<file path="config.mk">
export PLATFORM = sky130hd
export DESIGN_NAME = serial_subtractor_flat
export DESIGN_NICKNAME = d
export VERILOG_FILES = /design/src/rtl/serial_subtractor_if.sv /design/src/rtl/serial_subtractor.sv /design/src/flat_wrapper.sv
export SDC_FILE = /design/constraint.sdc
export NUM_CORES = 1
export LEC_CHECK = 0
export CAP_MARGIN = 20
export CELL_PAD_IN_SITES_DETAIL_PLACEMENT = 1
export CELL_PAD_IN_SITES_GLOBAL_PLACEMENT = 2
export CORE_MARGIN = 3
export CORE_UTILIZATION = 35
export CTS_BUF_LIST = sky130_fd_sc_hd__clkbuf_16
export DETAILED_ROUTE_END_ITERATION = 8
export PLACE_DENSITY = 0.84
export RECOVER_POWER = 100
export SYNTH_ARGS = -nofsm -noshare
export SYNTH_HDL_FRONTEND = slang
export SYNTH_SLANG_ARGS = --single-unit
</file>
<file path="constraint.sdc">
create_clock -name clk -period 5 [get_ports clk]
set_clock_uncertainty 0.2 [all_clocks]
set_input_delay 0.5 -clock clk [delete_from_list [all_inputs] [get_ports clk]]
set_output_delay 0.5 -clock clk [all_outputs]
set_load 0.1 [all_outputs]
</file>
<file path="src/rtl/serial_subtractor_if.sv">
// rtl/serial_subtractor_if.sv - start/result handshake bundle for the bit-serial subtractor
interface serial_subtractor_if #(
    parameter int WIDTH = 8
);
    logic             start;
    logic [WIDTH-1:0] a;
    logic [WIDTH-1:0] b;
    logic             busy;
    logic             done;
    logic [WIDTH-1:0] diff;
    logic             borrow_out;
    logic             zero;

    modport master (
        output start, a, b,
        input  busy, done, diff, borrow_out, zero
    );

    modport slave (
        input  start, a, b,
        output busy, done, diff, borrow_out, zero
    );
endinterface

</file>
<file path="src/rtl/serial_subtractor.sv">
// rtl/serial_subtractor.sv - LSB-first bit-serial unsigned subtractor, one result bit per clock
module serial_subtractor #(
    parameter int WIDTH = 8
) (
    input  logic                clk,
    input  logic                rst_n,
    serial_subtractor_if.slave  bus
);
    localparam int             CW       = (WIDTH > 2) ? $clog2(WIDTH) : 1;
    localparam logic [CW-1:0]  LAST_CNT = CW'(WIDTH - 1);

    typedef enum logic {
        ST_IDLE = 1'b0,
        ST_RUN  = 1'b1
    } state_t;

    state_t            r_state;
    state_t            w_state_next;
    logic [WIDTH-1:0]  r_a_sh;
    logic [WIDTH-1:0]  r_b_sh;
    logic [WIDTH-2:0]  r_sh;
    logic              r_br;
    logic [CW-1:0]     r_cnt;
    logic [WIDTH-1:0]  r_diff;
    logic              r_borrow;
    logic              r_zero;
    logic              r_done;

    logic              w_load;
    logic              w_step;
    logic              w_last;
    logic              w_x;
    logic              w_y;
    logic              w_d;
    logic              w_br_next;
    logic [WIDTH-1:0]  w_sh_next;

    // Single-bit subtract cell; the borrow FF carries between cycles.
    assign w_x       = r_a_sh[0];
    assign w_y       = r_b_sh[0];
    assign w_d       = w_x ^ w_y ^ r_br;
    assign w_br_next = (~w_x & w_y) | (~(w_x ^ w_y) & r_br);
    // Only the WIDTH-1 most recent bits are stored; the newest bit completes the word.
    assign w_sh_next = {w_d, r_sh};

    always_comb begin
        w_state_next = r_state;
        w_load       = 1'b0;
        w_step       = 1'b0;
        w_last       = 1'b0;
        case (r_state)
            ST_IDLE: begin
                if (bus.start) begin
                    w_load       = 1'b1;
                    w_state_next = ST_RUN;
                end
            end
            ST_RUN: begin
                w_step = 1'b1;
                if (r_cnt == LAST_CNT) begin
                    w_last       = 1'b1;
                    w_state_next = ST_IDLE;
                end
            end
            default: w_state_next = ST_IDLE;
        endcase
    end

    always_ff @(posedge clk) begin
        if (!rst_n) begin
            r_state  <= ST_IDLE;
            r_a_sh   <= '0;
            r_b_sh   <= '0;
            r_sh     <= '0;
            r_br     <= 1'b0;
            r_cnt    <= '0;
            r_diff   <= '0;
            r_borrow <= 1'b0;
            r_zero   <= 1'b0;
            r_done   <= 1'b0;
        end else begin
            r_state <= w_state_next;
            r_done  <= w_last;
            if (w_load) begin
                r_a_sh <= bus.a;
                r_b_sh <= bus.b;
                r_sh   <= '0;
                r_br   <= 1'b0;
                r_cnt  <= '0;
            end else if (w_step) begin
                r_a_sh <= {1'b0, r_a_sh[WIDTH-1:1]};
                r_b_sh <= {1'b0, r_b_sh[WIDTH-1:1]};
                r_sh   <= w_sh_next[WIDTH-1:1];
                r_br   <= w_br_next;
                r_cnt  <= w_last ? '0 : r_cnt + CW'(1);
            end
            // Visible outputs change only when a full word is ready.
            if (w_last) begin
                r_diff   <= w_sh_next;
                r_borrow <= w_br_next;
                r_zero   <= (w_sh_next == '0);
            end
        end
    end

    assign bus.busy       = (r_state == ST_RUN);
    assign bus.done       = r_done;
    assign bus.diff       = r_diff;
    assign bus.borrow_out = r_borrow;
    assign bus.zero       = r_zero;
endmodule

</file>
<file path="src/flat_wrapper.sv">
// flat-port wrapper written by rule: the top's interface ports become plain ports
module serial_subtractor_flat 
#(
    parameter int WIDTH = 8
)
  (clk, rst_n, bus_start, bus_a, bus_b, bus_busy, bus_done, bus_diff, bus_borrow_out, bus_zero);
  serial_subtractor_if #(.WIDTH(WIDTH)) bus_i ();
  input  logic clk;
  input  logic rst_n;
  input wire logic [$bits(bus_i.start)-1:0] bus_start;
  input wire logic [$bits(bus_i.a)-1:0] bus_a;
  input wire logic [$bits(bus_i.b)-1:0] bus_b;
  output wire logic [$bits(bus_i.busy)-1:0] bus_busy;
  output wire logic [$bits(bus_i.done)-1:0] bus_done;
  output wire logic [$bits(bus_i.diff)-1:0] bus_diff;
  output wire logic [$bits(bus_i.borrow_out)-1:0] bus_borrow_out;
  output wire logic [$bits(bus_i.zero)-1:0] bus_zero;
  assign bus_i.start = bus_start;
  assign bus_i.a = bus_a;
  assign bus_i.b = bus_b;
  assign bus_busy = bus_i.busy;
  assign bus_done = bus_i.done;
  assign bus_diff = bus_i.diff;
  assign bus_borrow_out = bus_i.borrow_out;
  assign bus_zero = bus_i.zero;
  serial_subtractor #(.WIDTH(WIDTH)) u_core (.clk(clk), .rst_n(rst_n), .bus(bus_i));
endmodule
</file>
==> Yosys cells after proc, flatten, opt, wreduce, memory -nomap -nowiden <==
Cells that the tools add are included.
{ "totals": {"reg_bits": 39, "inputBits": 19, "out_inout_bits": 12, "elab_cells": 36} }
{ "classes": {"n_addsub": 1, "n_eq_ne": 1, "muxes": 12, "n_bitwise": 9, "n_reduce_logical": 3} }
{ "op_table": {"columns": ["op", "n"], "rows": [
  ["$mux W8", 4],
  ["$logic_not A8 Y1", 1],
  ["$mux W1", 6],
  ["$not A1 Y1", 4],
  ["$add A3 B1 Y3 const B", 1],
  ["$eq A3 B3 Y1 const B", 1],
  ["$mux W3", 1],
  ["$and A1 B1 Y1", 2],
  ["$pmux W1 S2", 1],
  ["$reduce_bool A2 Y1", 1],
  ["$reduce_or A2 Y1", 1],
  ["$xor A1 B1 Y1", 2],
  ["$or A1 B1 Y1", 1]
]} }

==> Depth between registers and ports, before layout <==
Gate-level depths: netlist (run 1).
{ "logic_depth": {"word_depth": 4, "mapped_depth": 5} }

==> Worst setup path after synthesis (run 1) <==
No wires, ideal clock.
{ "synth_timing": {"path_type": "register -> register", "from": "register u_core.r_state, in the netlist u_core.bus.busy", "to": "register u_core.r_zero, in the netlist u_core.bus.zero", "arrival_time_ps": 1710, "t_required_ps": 4683, "slack_ps": 2972, "stages_incl_launch_ff": 6, "path_buffers": 3, "cell_sequence": "dfxtp_1 > buf_4 > buf_6 > buf_4 > nand2_1 > a32o_1"} }
{ "synth_between": {"elab_chain_cells": 1} }
{ "synth_lines": {"columns": ["item", "line_no", "source"], "rows": [
  ["from (decl)", "serial_subtractor.sv:17", "state_t r_state;"],
  ["from (signal assigned)", "serial_subtractor.sv:82", "r_state <= w_state_next;"],
  ["$mux W1", "serial_subtractor.sv:51", "case (r_state)"],
  ["to (signal assigned)", "serial_subtractor.sv:101", "r_zero <= (w_sh_next == '0);"],
  ["to (decl)", "serial_subtractor.sv:26", "logic r_zero;"]
]} }
No other way between the ends.
A chain may end at the register's enable or synchronous reset.

==> Final worst setup path (run 1) <==
{ "layout_timing": {"from": "input port bus_start", "to": "register u_core.r_br"} }
{ "layout_between": {"elab_chain_cells": 3} }
{ "layout_lines": {"columns": ["item", "line_no", "source"], "rows": [
  ["from (decl)", "flat_wrapper.sv:10", "input wire logic [$bits(bus_i.start)-1:0] bus_start;"],
  ["$mux W1", "serial_subtractor.sv:53", "if (bus.start) begin"],
  ["$mux W1", "serial_subtractor.sv:51", null],
  ["$reduce_or A2 Y1 (no line)", null, null],
  ["to (signal assigned)", "serial_subtractor.sv:94", "r_br <= w_br_next;"],
  ["to (decl)", "serial_subtractor.sv:22", "logic r_br;"]
]} }
No other way between the ends.

==> results of run 1 <==
## flip-flops by register name (all words and copies together) (netlist names)
name                   count
u_core.r_b_sh              8
u_core.bus.diff            8
u_core.r_br                1
u_core.bus.busy            1
u_core.r_cnt               3
u_core.bus.zero            1
u_core.bus.borrow_out      1
u_core.r_a_sh              8
u_core.bus.done            1
u_core.r_sh                7
## final cells by class
type                    count  area (sq um)
clock buffers               5           125
clock inverters             3          15.0
fillers                   537          2590
inverters                   4          15.0
multi-input cells         110           832
flip-flops and latches     39           781
well taps                  67          83.8
repair buffers             31           308
## routing by layer
layer | vias to the layer above | GRT usage (%) | part of all wire (%)
met2 | 14 | 25.3 | 48
met1 | 643 | 17.9 | 48
met4 | 0 | 3.80 | 0.64
met5 | - | 0 | 0
met3 | 2 | 3.55 | 2.7
li1 | 646 | - | -
## placed cells by master, fill, tap and decap left out, types with 2 or more instances in the layout
| cell | instances |
|---|---|
| nand3b_1 | 2 |
| nor2b_1 | 16 |
| clkinv_2 | 3 |
| a211oi_1 | 16 |
| a21bo_2 | 8 |
| nor2_1 | 3 |
| clkbuf_16 | 5 |
| mux2i_1 | 23 |
| dfxtp_1 | 39 |
| a21oi_1 | 9 |
| clkdlybuf4s50_1 | 17 |
| dlygate4sd3_1 | 13 |
| nand2b_1 | 4 |
| nor3_1 | 7 |
| nor4_1 | 2 |
| inv_1 | 3 |
| nand3_1 | 8 |
| ha_1 | 2 |
## worst max-delay path: stages
cell and delay [ns]:
dlygate4sd3_1 1.18, nor2b_1 0.75, a2111oi_0 0.17
## cell families after synthesis
kind of cell               Yosys count  synth area share, %
AOI/OAI and AO/OA                   38                 17.2
adders and majority gates            3                 2.59
buffers and inverters               19                 6.83
DFF                                 39                 44.9
muxes                               23                 13.2
and+or+nand+nor                     46                 15.3
## through the flow
step	worst slack, ns	hold slack, ns	std cells	power [W]
detailed placement	2.27	0.295	251	0.000428
floorplan	2.97	0.257	168	0.000404
global placement	2.36	0.269	251	0.000423
finish	2.30	0.300	259	0.000720
CTS	2.51	0.308	259	0.000732
global route	2.14	0.336	259	0.000754
## power groups by stage
stage / logic (W) / clock network (W) / registers (W)
floorplan: 0.0000613 / 0 / 0.000342
detailed placement: 0.0000881 / 0 / 0.000340
finish: 0.0000851 / 0.000301 / 0.000334
global route: 0.0000949 / 0.000324 / 0.000335
CTS: 0.0000888 / 0.000310 / 0.000334
global placement: 0.0000842 / 0 / 0.000339
## how the worst min path moves through the flow
stage,cells past startpoint,slack [ns],endpoint
after global placement,2,0.27,u_core.r_cnt[1]
after detailed placement,2,0.29,u_core.r_cnt[1]
after global routing,2,0.34,u_core.r_cnt[1]
after floorplan,2,0.26,u_core.r_cnt[1]
after CTS,2,0.31,u_core.r_cnt[1]
final,2,0.30,u_core.r_br
==> impl_metrics.env, run 1 <==
export IMPL_status="finished clean"
export IMPL_rsz0062_at_grt="no"
export IMPL_cts_sinks=39
export IMPL_yosysTopAreaCell="dfxtp_1"
export IMPL_syn_area_sq_um=1740
export IMPL_track_usage_pct=14.5
export IMPL_worstSetupEndpointType="flip-flop"
export IMPL_startpoint="bus_start"
export IMPL_clk_latency_ns=0.27
export IMPL_cts_tree="built"
export IMPL_synth_enable_flop_cells=0
export IMPL_async_flop_share_pct=0
export IMPL_switchingPower_w=0.000173
export IMPL_syn_inst=168
export IMPL_clock_fmax_mhz=371
export IMPL_n_antenna_cell=0
export IMPL_drt_initial_drc_count=66
export IMPL_p_leak_nw=0.852
export IMPL_holdBufCountCts=0
export IMPL_slew_viol_final=0
export IMPL_synthesis_nets=190
export IMPL_cts_max_level=2
export IMPL_antenna_found_initial=0
export IMPL_postSynthRegisterBits=39
export IMPL_reg2regPathDepth=4
export IMPL_cp_max_fo=17
export IMPL_dieWidth_um=76.5
export IMPL_via_count=1305
export IMPL_synth_flop_cell="dfxtp_1"
export IMPL_nets=213
export IMPL_p_int_w=0.000546
export IMPL_root_buffer="clkbuf_16"
export IMPL_hp_class="reg2reg"
export IMPL_worst_pin_slew_ns=1.00
export IMPL_drv_cap=0
export IMPL_layout_min_cycle_time_ns=2.70
export IMPL_cp_required_ns=4.91
export IMPL_setup_tns_ns=0
export IMPL_yosysMostFrequentCell="dfxtp_1"
export IMPL_r2r_start="u_core.r_cnt[0]"
export IMPL_p_comb_share_pct=11.8
export IMPL_overflow=0
export IMPL_port_buffers=30
export IMPL_grt_max_degree=54
export IMPL_min_from="u_core.r_br"
export IMPL_reg2reg_slack_ns=3.07
export IMPL_switching_share_pct=24.1
export IMPL_start_util_pct=36.6
export IMPL_drc=0
export IMPL_setup_viol=0
export IMPL_synthTopCellsByCount="39 x dfxtp_1, 23 x mux2i_1, 16 x a211oi_1"
export IMPL_ys_seq_area_share_pct=44.9
export IMPL_layout_drive_gt1_share_pct=9.90
export IMPL_grt_pass1_vias=1475
export IMPL_yosys_top_cells_area="dfxtp_1 45%, mux2i_1 13%, a211oi_1 6.9%"
export IMPL_path_clk_slew_ns=0.06
export IMPL_post_route_period_util_pct=54.0
export IMPL_start_kind="primary input"
export IMPL_avgRoutedWirePerCell_um=15.1
export IMPL_dpl_cell_area_sq_um=2030
export IMPL_pwr_share_clk_pct=41.8
export IMPL_postRouteAntennaNets=0
export IMPL_worstSetupPathType="in2reg"
export IMPL_hold_viol=0
export IMPL_firstDrtPassIters=4
export IMPL_max_slew_margin_pct=32.8
export IMPL_postCtsSetupRepairBufs=0
export IMPL_clock_path_buffers=2
export IMPL_utilization_pct=45.4
export IMPL_wirelength_um=3910
export IMPL_synth_avg_cell_area_sq_um=10.4
export IMPL_fp_dieH_um=76.5
export IMPL_ir_worst_vdd_mv=0.224
export IMPL_powerDensity_nw_per_um2=333
export IMPL_dpl_hpwl_um=2660
export IMPL_grt_pass1_wl_um=7050
export IMPL_r2r_end="u_core.r_cnt[0]"
export IMPL_post_cts_resize_count=0
export IMPL_worst_ep_arrival_time_ns=2.61
export IMPL_synth_top_cell_area_share_pct=44.9
export IMPL_seq_power_share_pct=46.4
export IMPL_area_growth_pct=24.1
export IMPL_drt_vias_per_instance=5.04
export IMPL_rows=25
export IMPL_synth_cell_types=31
export IMPL_final_area_sq_um=2160
export IMPL_ys_warnings_count=0
export IMPL_core_sq_um=4750
export IMPL_cts_buffers=5
export IMPL_die_area_sq_um=5850
export IMPL_io_pins=31
export IMPL_crit_end="u_core.r_br"
export IMPL_place_gp_congestion=0.705
No activity file was read; power rests on OpenSTA's default activity.
==> inputs of run 2 (changes only) <==
--- a/config.mk
+++ b/config.mk
@@ -9,10 +9,10 @@
 export CELL_PAD_IN_SITES_DETAIL_PLACEMENT = 1
 export CELL_PAD_IN_SITES_GLOBAL_PLACEMENT = 2
 export CORE_MARGIN = 3
-export CORE_UTILIZATION = 35
+export CORE_UTILIZATION = 29
 export CTS_BUF_LIST = sky130_fd_sc_hd__clkbuf_16
 export DETAILED_ROUTE_END_ITERATION = 8
-export PLACE_DENSITY = 0.84
+export PLACE_DENSITY = 0.74
 export RECOVER_POWER = 100
 export SYNTH_ARGS = -nofsm -noshare
 export SYNTH_HDL_FRONTEND = slang
==> constraint.sdc (replaced) <==
create_clock -name clk -period 2.3 [get_ports clk]
set_clock_uncertainty 0.2 [all_clocks]
set_input_delay 0.23 -clock clk [delete_from_list [all_inputs] [get_ports clk]]
set_output_delay 0.23 -clock clk [all_outputs]
set_load 0.1 [all_outputs]
==> run 2 against run 1 <==
Effect of this change:
- routed wire length rose by 5.8%
- sequential share of layout area increased by 0.64 points
- die area up 19%
- largest power group unchanged
==> impl_metrics.env, run 2 (synthesized netlist as in run 1, its figures left out) <==
export IMPL_layout_min_cycle_time_ns=1.97
export IMPL_fp_dieH_um=83.5
export IMPL_cts_tree="built"
export IMPL_r2r_end="u_core.r_cnt[0]"
export IMPL_worst_ep_arrival_time_ns=1.96
export IMPL_drv_cap=0
export IMPL_track_usage_pct=12.4
export IMPL_dieWidth_um=83.5
export IMPL_firstDrtPassIters=3
export IMPL_rows=27
export IMPL_max_slew_margin_pct=21.4
export IMPL_postCtsSetupRepairBufs=0
export IMPL_crit_path_top_delay_cell="or3b_1"
export IMPL_worstSetupPathType="reg2reg"
export IMPL_drc=0
export IMPL_root_buffer="clkbuf_16"
export IMPL_cp_max_fo=24
export IMPL_layout_commonest_cell="dfxtp_1"
export IMPL_reg2reg_slack_ns=0.33
export IMPL_post_cts_resize_count=0
export IMPL_powerDensity_nw_per_um2=730
export IMPL_antenna_found_initial=0
export IMPL_status="finished clean"
export IMPL_regArea_sq_um=781
export IMPL_overflow=0
export IMPL_io_pins=31
export IMPL_rsz0062_at_grt="no"
export IMPL_cts_max_level=2
export IMPL_holdBufCountCts=0
export IMPL_hp_class="reg2reg"
export IMPL_cts_buffers=5
export IMPL_setup_tns_ns=0
export IMPL_core_sq_um=5640
export IMPL_nets=217
export IMPL_post_route_period_util_pct=85.6
export IMPL_cts_sinks=39
export IMPL_grt_pass1_vias=1463
export IMPL_dpl_hpwl_um=2860
export IMPL_place_gp_congestion=0.704
export IMPL_avgRoutedWirePerCell_um=15.6
export IMPL_n_antenna_cell=0
export IMPL_clock_fmax_mhz=508
export IMPL_hold_viol=0
export IMPL_layout_drive_gt1_share_pct=10.3
export IMPL_p_leak_nw=0.798
export IMPL_cp_required_ns=2.29
export IMPL_reg2regPathDepth=4
export IMPL_die_area_sq_um=6970
export IMPL_via_count=1309
export IMPL_cp_common_cell="ha_1"
export IMPL_area_growth_pct=21.9
export IMPL_hold_ws_ns=0.298
export IMPL_grt_max_degree=35
export IMPL_cp_cell_sequence="ha_1, ha_1, or3b_1, a211oi_1"
export IMPL_worstSetupEndpointType="flip-flop"
export IMPL_start_kind="flip-flop"
export IMPL_startpoint="u_core.r_cnt[0]"
export IMPL_start_util_pct=30.8
export IMPL_path_clk_slew_ns=0.05
export IMPL_setup_viol=0
export IMPL_fill_cells=631
export IMPL_crit_end="u_core.r_cnt[0]"
export IMPL_grt_pass1_wl_um=7060
export IMPL_port_buffers=30
export IMPL_r2r_start="u_core.r_cnt[0]"
export IMPL_clk_latency_ns=0.28
export IMPL_slew_viol_final=0
export IMPL_mostFrequentLayoutCells="39 x dfxtp_1, 23 x mux2i_1, 17 x a211oi_1, 17 x clkdlybuf4s50_1, 15 x nor2b_1"
export IMPL_clock_path_buffers=2
export IMPL_postRouteAntennaNets=0
export IMPL_wirelength_um=4140
export IMPL_drt_initial_drc_count=68
export IMPL_worst_pin_slew_ns=1.18
export IMPL_multi_input_area_sq_um=836
export IMPL_max_stage_delay_ns=0.48
export IMPL_drt_vias_per_instance=4.92
export IMPL_ir_worst_vdd_mv=0.293
## run 2: cell types whose count changed in the layout (fill, tap and decap cells not counted), sizes merged
cell / delta
clkbuf: +13
dlygate4sd3: -12
clkinv: -3
inv: +1
buf: +3
## run 2: worst min-delay path by stage
stage                     slack [ns]  depth (start not counted)               end              from
after floorplan                 0.15                          1   u_core.bus.busy             rst_n
after detailed placement        0.29                          2  u_core.r_a_sh[7]  u_core.r_a_sh[7]
final                           0.30                          2  u_core.r_b_sh[7]  u_core.r_b_sh[7]
after global routing            0.34                          2  u_core.r_b_sh[6]  u_core.r_b_sh[7]
after CTS                       0.31                          2  u_core.r_b_sh[7]  u_core.r_b_sh[7]
after global placement          0.27                          2   u_core.r_cnt[1]   u_core.r_cnt[1]
## run 2: power by group
group,internal [W],total (W),switching (W)
Clock,0.000385,0.000624,0.000239
Combinational,0.0000933,0.000194,0.000101
Sequential,0.000707,0.000731,0.0000234
## run 2: area by class of cell
class / count / share of cell area [%]
multi-input combinational: 110 / 39.4
sequential: 39 / 36.8
timing repair buffer: 35 / 12.8
clock buffer: 5 / 5.90
tap: 72 / 4.25
inverter: 4 / 0.708
clock inverter: 1 / 0.177
## run 2: routing by layer
layer	global-route usage [%]	vias up	routed length (um)
met3	3.36	5	114
met2	21.1	17	2000
met1	15.0	634	1970
met4	4.39	0	53
met5	0	-	0
li1	-	653	-
## run 2: through the flow
stage	cells	utilization (%)	setup slack, ns	area, sq um	power [W]
global placement	260	36.3	0.452	2050	0.000935
CTS	266	38.6	0.360	2180	0.00158
floorplan	168	-	0.272	1740	0.000878
finish	266	37.6	0.330	2120	0.00155
detailed placement	260	36.3	0.376	2050	0.000944
global route	266	37.6	0.184	2120	0.00162
## run 2: critical path, delay by kind of cell (launching register included)
kind / cells / cell delay [ns]
AO/OA/AOI/OAI: 1 / 0.21
flip-flops: 1 / 0.33
adder cells (fa/ha/maj): 2 / 0.67
AND/OR/NAND/NOR: 1 / 0.48
